$ cat src/rtl/pe_dot_ctrl.sv
// Sequencer for one Q24.8 MAC processing element. It loads vector B into the PE RAM,
// then streams vector A through the MAC and feeds each result back as the next addend.
module pe_dot_ctrl #(
  parameter int L_RAM_SIZE  = 6,
  parameter int MAC_LATENCY = 4
) (
  input  logic                  aclk,
  input  logic                  areset,
  input  logic                  start,
  input  logic [L_RAM_SIZE:0]   len,
  input  logic [31:0]           b_data,
  input  logic                  b_valid,
  output logic                  b_ready,
  input  logic [31:0]           a_data,
  input  logic                  a_valid,
  output logic                  a_ready,
  output logic [31:0]           pe_ain,
  output logic [31:0]           pe_din,
  output logic [31:0]           pe_cin,
  output logic [L_RAM_SIZE-1:0] pe_addr,
  output logic                  pe_we,
  output logic                  pe_valid,
  input  logic [31:0]           pe_dout,
  output logic [31:0]           result,
  output logic                  ovf,
  output logic                  busy,
  output logic                  done
);

  // Handshakes: a word transfers on the rising edge where valid && ready are both high.
  // ready depends only on state, never on valid. A producer holds its data while valid is high and ready is low.

  localparam int WCW = (MAC_LATENCY > 1) ? $clog2(MAC_LATENCY) : 1;

  typedef logic [L_RAM_SIZE:0] len_t;
  localparam len_t MAX_LEN = len_t'(2 ** L_RAM_SIZE);

  typedef enum logic [2:0] {
    S_IDLE,
    S_LOAD,
    S_RD,
    S_MAC,
    S_WAIT,
    S_DONE
  } state_t;

  state_t                state;
  state_t                state_nxt;
  logic [L_RAM_SIZE-1:0] idx;
  len_t                  n_q;
  logic [WCW-1:0]        wcnt;
  logic [31:0]           acc;
  logic [31:0]           a_reg;
  logic                  last_idx;
  logic                  legal_len;

  assign last_idx  = ({1'b0, idx} == (n_q - len_t'(1)));
  assign legal_len = (len != '0) && (len <= MAX_LEN);
  assign busy      = (state != S_IDLE);

  always_ff @(posedge aclk) begin
    if (areset) begin
      state <= S_IDLE;
    end else begin
      state <= state_nxt;
    end
  end

  always_comb begin
    state_nxt = state;
    b_ready   = 1'b0;
    a_ready   = 1'b0;
    pe_we     = 1'b0;
    pe_valid  = 1'b0;
    pe_addr   = '0;
    pe_din    = '0;
    pe_ain    = '0;
    pe_cin    = '0;
    case (state)
      S_IDLE: begin
        if (start) begin
          state_nxt = legal_len ? S_LOAD : S_DONE;
        end
      end
      S_LOAD: begin
        b_ready = 1'b1;
        pe_addr = idx;
        if (b_valid) begin
          pe_we  = 1'b1;
          pe_din = b_data;
          if (last_idx) begin
            state_nxt = S_RD;
          end
        end
      end
      S_RD: begin
        // The RAM read of B[idx] issues here and its data arrives in MAC.
        a_ready = 1'b1;
        pe_addr = idx;
        if (a_valid) begin
          state_nxt = S_MAC;
        end
      end
      S_MAC: begin
        pe_valid  = 1'b1;
        pe_ain    = a_reg;
        pe_cin    = acc;
        pe_addr   = idx;
        state_nxt = S_WAIT;
      end
      S_WAIT: begin
        pe_addr = idx;
        if (wcnt == '0) begin
          state_nxt = last_idx ? S_DONE : S_RD;
        end
      end
      S_DONE: begin
        state_nxt = S_IDLE;
      end
      default: begin
        state_nxt = S_IDLE;
      end
    endcase
  end

  always_ff @(posedge aclk) begin
    if (areset) begin
      idx    <= '0;
      n_q    <= '0;
      wcnt   <= '0;
      acc    <= '0;
      a_reg  <= '0;
      result <= '0;
      ovf    <= 1'b0;
      done   <= 1'b0;
    end else begin
      done <= (state == S_DONE);
      case (state)
        S_IDLE: begin
          if (start) begin
            // An illegal length still passes through DONE, so acc must read as zero there.
            acc    <= '0;
            idx    <= '0;
            result <= '0;
            if (legal_len) begin
              n_q <= len;
              ovf <= 1'b0;
            end
          end
        end
        S_LOAD: begin
          if (b_valid) begin
            idx <= last_idx ? '0 : idx + 1'b1;
          end
        end
        S_RD: begin
          if (a_valid) begin
            a_reg <= a_data;
          end
        end
        S_MAC: begin
          wcnt <= WCW'(MAC_LATENCY - 1);
        end
        S_WAIT: begin
          if (wcnt == '0) begin
            acc <= pe_dout;
            ovf <= ovf | (pe_dout[31:24] != 8'd0);
            if (!last_idx) begin
              idx <= idx + 1'b1;
            end
          end else begin
            wcnt <= wcnt - 1'b1;
          end
        end
        S_DONE: begin
          result <= acc;
        end
        default: begin
        end
      endcase
    end
  end

endmodule

$ cat config.mk
export PLATFORM = sky130hd
export DESIGN_NAME = pe_dot_ctrl
export DESIGN_NICKNAME = d
export VERILOG_FILES = /design/src/rtl/pe_dot_ctrl.sv
export SDC_FILE = /design/constraint.sdc
export NUM_CORES = 1
export LEC_CHECK = 0
export CAP_MARGIN = 20
export CORE_UTILIZATION = 41
export DETAILED_ROUTE_END_ITERATION = 12
export PLACE_DENSITY = 0.92
export SYNTH_ARGS = -nofsm -noshare
export SYNTH_HDL_FRONTEND = slang
export SYNTH_SLANG_ARGS = --single-unit
$ cat constraint.sdc
create_clock -name aclk -period 2.9 [get_ports aclk]
set_clock_uncertainty 0.1 [all_clocks]
set_input_delay 0.29 -clock aclk [delete_from_list [all_inputs] [get_ports aclk]]
set_output_delay 0.29 -clock aclk [all_outputs]
set_load 0.01 [all_outputs]
# == Word level (Yosys, flattened, before mapping) ==
# Cells that the tools add are included.
# word_totals
out_inout_bits,141
wordCells,81
regBits,116
inputBits,108
# classes
bitwise_logic,1
n_reduce_logical,19
eq_ne,14
mux,34
add_sub_neg,3
order_cmp,1
# ops
cell,n
32-bit 2-to-1 mux,6
32-bit case mux with 2 select lines,2
6-bit 2-to-1 mux,6
3-bit 2-to-1 mux,7
6-bit case mux with 3 select lines,1
"2-bit != test, second input constant",8
3-bit case mux with 5 select lines,1
5-bit AND reduction,2
1-bit 2-to-1 mux,8
8-bit nonzero test,1
6-bit by 7-bit equality test with 1-bit output,1
"7-bit less-or-equal comparator, second input constant",1
7-bit nonzero test,1
"7-bit by 1-bit subtractor with 7-bit output, second input constant",1
"6-bit by 1-bit adder with 6-bit output, second input constant",1
"3-bit by 2-bit equality test with 1-bit output, second input constant",2
"3-bit equality test, second input constant",2
2-bit AND reduction,3
3-bit AND reduction,2
2-bit nonzero test,3
3-bit nonzero test,2
2-bit case mux with 2 select lines,1
4-bit AND reduction,1
4-bit OR reduction,1
other kinds (8),8

# == Longest topological paths before layout ==
# Gate-level depths: netlist of run 1.
# depth
word_depth,5
depth_mapped,8
depth_no_buf,8

# == Worst setup path after synthesis of run 1 ==
# OpenSTA, ideal clock, no wires.
# synth_timing
path_type,reg2reg
from,reg n_q[0]
to,reg state[1]
path_stages_with_launch,8
n_path_buf,0
path_slack_ps,814
t_arrival_ps,1865
period_less_slack_ps,2086
setup_time_ps,122
t_required_ps,2678
cell_sequence,dfxtp_1 -> inv_1 -> ha_1 -> nor4b_1 -> mux2i_1 -> o211ai_1 -> or2_4 -> a221o_1
# synth_between
elab_chain_len,5
elab_cells_between_ends,7
classes_between,1 x add/sub; 2 x eq/ne; 3 x mux; 1 x reduce/logical
# synth_lines
item,line,rtl
"start, declared",50,len_t n_q;
"start signal, assigned",146,n_q <= len;
7-bit by 1-bit subtractor with 7-bit output *,57,"assign last_idx = ({1'b0, idx} == (n_q - len_t'(1)));"
6-bit by 7-bit equality test with 1-bit output *,57,
3-bit 2-to-1 mux,114,state_nxt = last_idx ? S_DONE : S_RD;
3-bit 2-to-1 mux,113,if (wcnt == '0) begin
3-bit case mux with 5 select lines,79,case (state)
"end signal, assigned",65,state <= state_nxt;
"end, declared",47,state_t state;
# Mark *: on every way between the ends. The rest lies on a longest branch, timed or not. The select of a mux whose other input is x is not followed.
# A chain may end at the register's enable or synchronous reset.

# == Worst setup path in the final report of run 1 ==
# layout_timing
from,reg state[0]
to,out pe_din[21]
# layout_between
elab_chain_len,2
# layout_lines
item,line,rtl
3-bit by 1-bit equality test with 1-bit output,79,
32-bit 2-to-1 mux,79,
"end, declared",18,"output logic [31:0] pe_din,"
# No other way between the ends.

==> results of run 1 <==
==> cells in the mapped netlist (2+ instances only) <==
| library cell | count |
|---|---|
| a211oi_1 | 2 |
| nor2_1 | 18 |
| xnor2_1 | 6 |
| inv_1 | 10 |
| a22oi_1 | 2 |
| a21oi_1 | 70 |
| o21ai_0 | 3 |
| nand2b_1 | 3 |
| nand3_1 | 38 |
| ha_1 | 3 |
| a31oi_1 | 2 |
| o2111ai_1 | 2 |
| nor2b_1 | 2 |
| and3_1 | 3 |
| dfxtp_1 | 116 |
| and2_1 | 102 |
| o21ai_1 | 4 |
| nand2_1 | 113 |
| buf_2 | 3 |
| xor2_1 | 4 |
| o311ai_1 | 2 |
| mux2i_1 | 8 |
| a22o_1 | 32 |
| nor4_1 | 5 |
| buf_1 | 3 |
| nor3_1 | 8 |
| clkbuf_1 | 40 |
| a221oi_1 | 2 |
==> layout make-up <==
class                      count  area, µm²  share of cell area [%]
clock buffer                  20      456.7                   5.416
timing repair buffer         262       2599                   30.82
inverter                      10      37.54                  0.4452
clock inverter                10      156.4                   1.855
tap                          168      210.2                   2.493
sequential                   116       2323                   27.56
multi-input combinational    456       2649                   31.41
==> critical path, delay by kind of cell (launching register included) <==
family	cells	cell delay, ns
flip-flops	1	0.46
buffers and inverters	3	0.95
AND/OR/NAND/NOR	3	0.57
==> worst paths after layout <==
kind / start / end / slack [ns] / depth (start not counted)
worst max-delay path: state[0] / pe_din[21] / 0.1 / 6
worst min-delay path: areset / acc[0] / 0.31 / 2
worst max register to register: n_q[0] / idx[2] / 0.53 / 8
worst min register to register: a_reg[17] / a_reg[17] / 0.35 / 2
==> report_power, final <==
| group | leakage [nW] | internal, mW | switching, mW |
|---|---|---|---|
| sequential | 0.936 | 1.64 | 0.0499 |
| combinational | 1.80 | 0.388 | 0.405 |
| clock | 0.301 | 1.47 | 0.724 |
==> stage by stage <==
| step | total power, mW | worst slack [ns] | area, µm² | hold WS (ns) |
|---|---|---|---|---|
| floorplan | 2.114 | 0.8135 | 5159 | 0.3260 |
| CTS | 4.685 | 0.1049 | 8428 | 0.2795 |
| global route | 4.832 | 0.01731 | 8432 | 0.2997 |
| finish | 4.669 | 0.09992 | 8432 | 0.3088 |
| detailed placement | 2.497 | 0.3262 | 7814 | 0.3418 |
| global placement | 2.483 | 0.3984 | 7814 | 0.3367 |
==> routing by layer <==
| layer | up-vias | part of all wire, % | GRT usage [%] | routed length [µm] |
|---|---|---|---|---|
| li1 | 2595 | - | - | - |
| met1 | 2531 | 41 | 29.05 | 6758 |
| met2 | 238 | 49 | 44.12 | 8087 |
| met3 | 29 | 7.8 | 7.729 | 1280 |
| met4 | 0 | 1.7 | 8.831 | 272 |
| met5 | - | 0 | 0 | 0 |
==> timing repair <==
action	in CTS	in global routing
gates resized for setup	1	1
gates cloned	0	0
setup endpoints to repair	32	16
==> logic make-up after synthesis <==
kind of cell | share of synthesized area, %
adder cells (fa/ha/maj) | 0.7277
buffers and inverters | 4.147
flip-flops | 45.02
multiplexers | 1.771
XOR/XNOR | 1.698
AO/OA/AOI/OAI | 16.81
AND/OR/NAND/NOR | 29.83
==> out/qor.yml, run 1 <==
final_cells: 1042
routedWlPerCell_um: 15.74
cp_max_fo: 33
fmax_mhz: 357.1
yosysTopAreaCell: "dfxtp_1"
final_common_cell: "clkdlybuf4s50_1"
synth_area_per_cell_um2: 8.214
first_pass_iters: 5
p_per_area_mw_per_mm2: 553.7
cts_tree: "built"
cts-root-buf: "clkbuf_16"
finalCritPeriodShare_pct: 96.55
first_global_vias: 5107
drv_cap: 0
dieArea_mm2: 0.01303
final_nets: 974
rows: 40
async_flop_share_pct: 0
netlist-cell-type-count: 50
hold_violations: 0
end_kind: "output pin"
synth_flop_cell: "dfxtp_1"
irDropWorstVdd_uv: 413.0
routed_via_density: 5.176
vias: 5393
worst_path_largest_cell_delay_ns: 0.54
grt_setup_unrepaired: "false"
synth_fp_nets: 739
start_util_pct: 42.42
netlist_instances: 628
drt_iter0_markers: 544
synth_area_leaders: "dfxtp_1, and2_1, nand2_1"
outcome: "completed"
period_needed_ns: 2.800
dp.cells: 1012
fp.dieH_um: 114.2
ant_nets: 0
place_hpwl_um: 11100
grt_overflow: 0
ios: 249
antenna_found_initial: 0
crit_required_ns: 2.51
relSlewSlack_pct: 58.74
cp-start-kind: "register"
wl_um: 16400
grt_max_degree: 41
fin_util_pct: 69.33
synth_edf_count: 0
report.final.setup_viol: 0
cp_cell_sequence: "inv_1, nor2_1, and3_1, buf_4, and2_1, clkdlybuf4s50_1"
grt_pass1_wl_um: 25610
cts_buffers: 17
synth-seq-cells: 116
hold_class: "in2reg"
core_mm2: 0.01216
cts_hold_buf: 0
netlist.area_leader.share_pct: 45.02
cts_buffer_depth: 2
grt_usage_pct: 25.22
clkLatencyLatePin_ns: 0.41
critical_path_class: "reg2out"
numPortBuffers: 248
slew_viol_final: 0
clk_pin_slew_worst_paths_ns: 0.05
syn2layout_area_growth_pct: 63.45
leakage_nw: 3.033
drive_gt1_share_pct: 6.636
cts_sinks: 116
h-tree-depth: 4
route.detailed.drc: 0
fillCellCount: 917
most-common-layout-cells: "clkdlybuf4s50_1, dfxtp_1, nand2_1"
gp_congestion: 0.8906
yosysSeqAreaShare_pct: 45.02
cp_slowest_cell: "clkdlybuf4s50_1"
yosys_warnings: 0
synth_area_mm2: 0.005159
cts_setup_buffers: 0
cp.arrival_ns: 2.41
antenna_cells: 0
worst_slew_pin_slew_ns: 0.6189
die_x_um: 114.2
totalNegativeSetupSlack_ns: 0
(Power assumes the default switching activity.)
==> run 2, diff against run 1 <==
HOLD_SLACK_MARGIN = 0.06   (was not set)
clock period = 2.7 ns   (was 2.9 ns; I/O delays follow)
==> run 2 against run 1 <==
Compared with the run above: non-clock buffer count is 1 lower; die area is the same; sequential share of layout area about the same; wire length decreased by 3.2%; register-to-register slack lost 0.17 ns; total power increased by 6.1%; combinational power is 12% higher; via count shrank 1.1%; sequential cell count unchanged; worst setup slack better by 0.020 ns; utilization rose by 0.082 points; sequential power increased by 7%; largest power group unchanged; highest routed layer unchanged.
==> out/qor.yml, run 2 (synthesis gave the netlist of run 1 again) <==
hold_violations: 0  # unchanged
vias: 5332  # -1.1%
dieArea_mm2: 0.01303  # unchanged
outcome: "completed"
first_pass_iters: 7  # +2
critical_path_class: "reg2out"
core_mm2: 0.01216  # unchanged
detailedPlace.worstSlack_ns: 0.1191  # -0.2072 ns
r2r_setup_slack_ns: 0.36  # -0.17 ns
ant_nets: 0  # unchanged
irDropWorstVdd_uv: 444.0  # +7.5%
antenna_cells: 0  # unchanged
hold_class: "in2reg"
power_mw: 4.954  # +6.1%
timing.hold.ws_ns: 0.3154  # +0.006605 ns
clkLatencyLatePin_ns: 0.40  # about the same
place_hpwl_um: 10810  # -2.7%
leakage_nw: 3.009  # -0.81%
fp.dieH_um: 114.2  # unchanged
first_global_vias: 5053  # -1.1%
grt_pass1_wl_um: 25120  # -1.9%
cp.arrival_ns: 2.21  # -0.20 ns
cts_hold_buf: 0  # unchanged
period_needed_ns: 2.580
fin_ws_ns: 0.1198  # +0.01984 ns
final_cells: 1043  # +0.096%
most-common-layout-cells: "clkdlybuf4s50_1, dfxtp_1, nand2_1"
clk_pin_slew_worst_paths_ns: 0.06  # about the same
numPortBuffers: 248  # unchanged
h-tree-depth: 4  # unchanged
ios: 249  # unchanged
die_x_um: 114.2  # unchanged
routed_via_density: 5.112  # -1.2%
end_kind: "output pin"
final_common_cell: "clkdlybuf4s50_1"
p_per_area_mw_per_mm2: 586.8  # +6.0%
hp-start: "a_data[22]"
min_to: "a_reg[22]"
wl_um: 15880  # -3.2%
grt_setup_unrepaired: "false"
antenna_found_initial: 0  # unchanged
reg2reg_depth: 8  # unchanged
routedWlPerCell_um: 15.23  # -3.2%
report.final.setup_viol: 0  # unchanged
totalNegativeSetupSlack_ns: 0  # unchanged
grt_usage_pct: 24.46  # -0.76 points
cts_buffers: 17  # unchanged
finalCritPeriodShare_pct: 95.56
gp_congestion: 0.8661  # -2.8%
start_util_pct: 42.42  # unchanged
cts-root-buf: "clkbuf_16"
drive_gt1_share_pct: 6.971  # +0.34 points
final_nets: 973  # -0.10%
timing.rr.end: "idx[5]"
rows: 40  # unchanged
slew_viol_final: 0  # unchanged
route.detailed.drc: 0  # unchanged
fmax_mhz: 387.6
cts_sinks: 116  # unchanged
worst_slew_pin_slew_ns: 0.8771  # +0.2583 ns
grt_overflow: 0  # unchanged
drt_iter0_markers: 478  # -12%
r2r-start: "n_q[0]"
crit_required_ns: 2.33  # -0.18 ns
relSlewSlack_pct: 41.52  # -17 points
cp-start-kind: "register"
cts_setup_buffers: 0  # unchanged
syn2layout_area_growth_pct: 63.64
dp.cells: 1011  # -0.099%
cts_buffer_depth: 2  # unchanged
drv_cap: 0  # unchanged
whs_path_depth: 3  # +1
grt_max_degree: 46  # +12%
cp_max_fo: 27  # -18%
cts_tree: "built"
## run 2: area by class of cell
| class | instances | area, µm² |
|---|---|---|
| Tap cell | 168 | 210.2 |
| Fill cell | 916 | 3720 |
| Clock buffer | 19 | 442.9 |
| Multi-Input combinational cell | 456 | 2656 |
| Timing Repair Buffer | 261 | 2613 |
| Clock inverter | 13 | 158.9 |
| Inverter | 10 | 37.54 |
| Sequential cell | 116 | 2323 |
## run 2: how the worst max path moves through the flow
stage	start	endpoint	slack, ns
2_1_floorplan	n_q[0]	state[1]	0.61
3_5_place_dp	b_valid	pe_din[30]	0.12
4_1_cts	state[0]	pe_din[30]	0.008
3_3_place_gp	len[2]	n_q[3]	0.20
5_1_grt	state[1]	pe_cin[26]	0.007
6_report	state[1]	pe_cin[8]	0.12
## run 2: metal layers
metal | track usage, % | vias up | share of wire [%]
li1 | - | 2608 | -
met1 | 27.88 | 2468 | 40
met2 | 43.35 | 244 | 51
met3 | 8.152 | 12 | 8.5
met4 | 7.100 | 0 | 0.84
met5 | 0 | - | 0
## run 2: through the flow
stage	utilization (%)	area, µm²
4_1_cts	69.36	8436
5_1_grt	69.41	8442
6_report	69.41	8442
3_3_place_gp	64.39	7831
2_1_floorplan	-	5159
3_5_place_dp	64.39	7831
## run 2: repair_timing
item	4_1_cts	5_1_grt
gates cloned	0	0
resized for setup	2	2
setup endpoints to repair	42	33
## run 2: report_power, final
group | internal [mW] | leakage, nW | switching, mW | total [mW]
Sequential | 1.76 | 0.936 | 0.0407 | 1.80
Combinational | 0.431 | 1.80 | 0.454 | 0.885
Clock | 1.47 | 0.277 | 0.802 | 2.27
Total | 3.66 | 3.01 | 1.30 | 4.95
## run 2: critical path: stages, from the launching register on
cell and delay, ns:
dfxtp_2 0.44, inv_1 0.19, nor2_4 0.18, buf_4 0.27, and2_1 0.19, clkdlybuf4s50_1 0.54
==> run 3, diff against run 2 <==
CORE_ASPECT_RATIO = 1.5   (was not set)
==> run 3 against run 2 <==
Compared with the run above: total power increased by 3.5%; critical endpoint is now pe_addr[2]; largest cell class unchanged; die area about the same; largest power group unchanged; first-iteration DRC count decreased by 60%; sequential share of layout area decreased by 0.073 points; combinational power decreased by 0.9%.
==> out/qor.yml, run 3 (synthesis gave the netlist of run 1 again) <==
cts_tree: "built"
gp_congestion: 0.9343  # +7.9%
timing.hold.ws_ns: 0.3177  # +0.002275 ns
routed_via_density: 5.189  # +1.5%
antenna_cells: 0  # unchanged
cp_cell_sequence: "buf_4, nor2_1, xnor2_1, and2_1, clkdlybuf4s50_1"
place_hpwl_um: 11270  # +4.3%
most-common-layout-cells: "clkdlybuf4s50_1, dfxtp_1, nand2_1"
path_buf_inv: 2  # -1
regArea_mm2: 0.002323  # unchanged
drt_iter0_markers: 193  # -60%
fmax_mhz: 393.3  # +1.5%
h-tree-depth: 4  # unchanged
cts_sinks: 116  # unchanged
drv_cap: 0  # unchanged
end_kind: "output pin"
cp_slowest_cell: "clkdlybuf4s50_1"
first_global_vias: 5237  # +3.6%
totalNegativeSetupSlack_ns: 0  # unchanged
grt_overflow: 0  # unchanged
clkLatencyLatePin_ns: 0.40  # about the same
timing.rr.end: "idx[2]"
ant_nets: 0  # unchanged
cts-root-buf: "clkbuf_16"
r2r_setup_slack_ns: 0.31  # -0.05 ns
irDropWorstVdd_uv: 407.1  # -8.3%
route.detailed.drc: 0  # unchanged
grt_setup_unrepaired: "false"
hp-start: "a_data[8]"
grt_pass1_wl_um: 25960  # +3.4%
crit_required_ns: 2.33  # about the same
fin_ws_ns: 0.1572  # +0.03740 ns
grt_max_degree: 68  # +48%
cts_buffer_depth: 2  # unchanged
cp-start-kind: "register"
dp.cells: 996  # -1.5%
r2r-start: "n_q[1]"
fillCellCount: 904  # -1.3%
final_common_cell: "clkdlybuf4s50_1"
min_to: "a_reg[8]"
period_needed_ns: 2.543  # -0.03740 ns
ios: 249  # unchanged
relSlewSlack_pct: 44.27  # +2.7 points
p_per_area_mw_per_mm2: 605.5  # +3.2%
detailedPlace.worstSlack_ns: 0.1770  # +0.05795 ns
power_mw: 5.125  # +3.5%
rows: 49  # +23%
clk_pin_slew_worst_paths_ns: 0.05  # about the same
numPortBuffers: 248  # unchanged
start_util_pct: 42.50  # +0.079 points
drive_gt1_share_pct: 6.857  # -0.11 points
final_cell_area_mm2: 0.008464  # +0.27%
syn2layout_area_growth_pct: 64.08
cp.arrival_ns: 2.17  # -0.04 ns
vias: 5334  # +0.038%
reg2reg_depth: 8  # unchanged
critPathTopFamily: "buffers and inverters"
cp_max_fo: 11  # -59%
worst_slew_pin_slew_ns: 0.8359  # -0.04121 ns
wl_um: 16440  # +3.5%
place_area_mm2: 0.007812  # -0.24%
final_cells: 1028  # -1.4%
report.final.setup_viol: 0  # unchanged
hold_class: "in2reg"
routedWlPerCell_um: 16.00  # +5.0%
hold_violations: 0  # unchanged
worst_path_largest_cell_delay_ns: 0.56  # +0.02 ns
final_nets: 973  # unchanged
die_x_um: 93.59  # -18%
fp.dieH_um: 139.4  # +22%
core_mm2: 0.01214  # -0.19%
multi_input_area_mm2: 0.002651  # -0.19%
dieArea_mm2: 0.01304  # about the same
antenna_found_initial: 0  # unchanged
grt_usage_pct: 25.23  # +0.77 points
outcome: "completed"
fin_util_pct: 69.73  # +0.31 points
cts_buffers: 17  # unchanged
whs_path_depth: 3  # unchanged
critical_path_class: "reg2out"
slew_viol_final: 0  # unchanged
first_pass_iters: 4  # -3
finalCritPeriodShare_pct: 94.18  # -1.4 points
leakage_nw: 3.034  # +0.82%
==> run 3: final cells by class <==
class,count,share of cell area [%]
Clock buffer,20,5.277
Clock inverter,12,2.380
Tap cell,153,2.262
Timing Repair Buffer,261,30.86
Sequential cell,116,27.45
Multi-Input combinational cell,456,31.32
Inverter,10,0.4435
==> run 3: report_power, final <==
part / leakage, nW / total (mW) / internal [mW] / switching [mW]
logic: 1.80 / 0.877 / 0.424 / 0.453
registers: 0.936 / 1.80 / 1.76 / 0.0404
clock network: 0.299 / 2.45 / 1.66 / 0.789
==> run 3: what timing repair did <==
action / in CTS / in global routing
hold buffers: 0 / 0
gates resized for setup: 1 / 2
setup endpoints to repair: 2 / 73
gates cloned: 0 / 0
buffers inserted: 0 / 0
==> run 3: worst max-delay path by stage <==
stage                         from         end  cells after the start
after global routing      state[0]  pe_addr[2]                      5
final                     state[0]  pe_addr[2]                      5
after detailed placement    len[2]      n_q[4]                      7
after CTS                 state[2]   pe_cin[0]                      6
after global placement      len[2]      n_q[4]                      7
after floorplan             n_q[0]    state[1]                      7
==> run 3: layer usage <==
metal  routed length (µm)  vias to the layer above  part of all wire (%)  track usage, %
li1                     -                     2603                     -               -
met4                  498                        0                   3.0           11.66
met5                    0                        -                     0               0
met2                 8679                      213                    53           45.05
met1                 6399                     2479                    39           27.89
met3                  867                       39                   5.3           5.628
==> run 3: tightest hold or removal path: cells and delay by family <==
family | cells | cell delay [ns]
buffers and inverters | 1 | 0.39
and+or+nand+nor | 1 | 0.05
AOI/OAI and AO/OA | 1 | 0.05
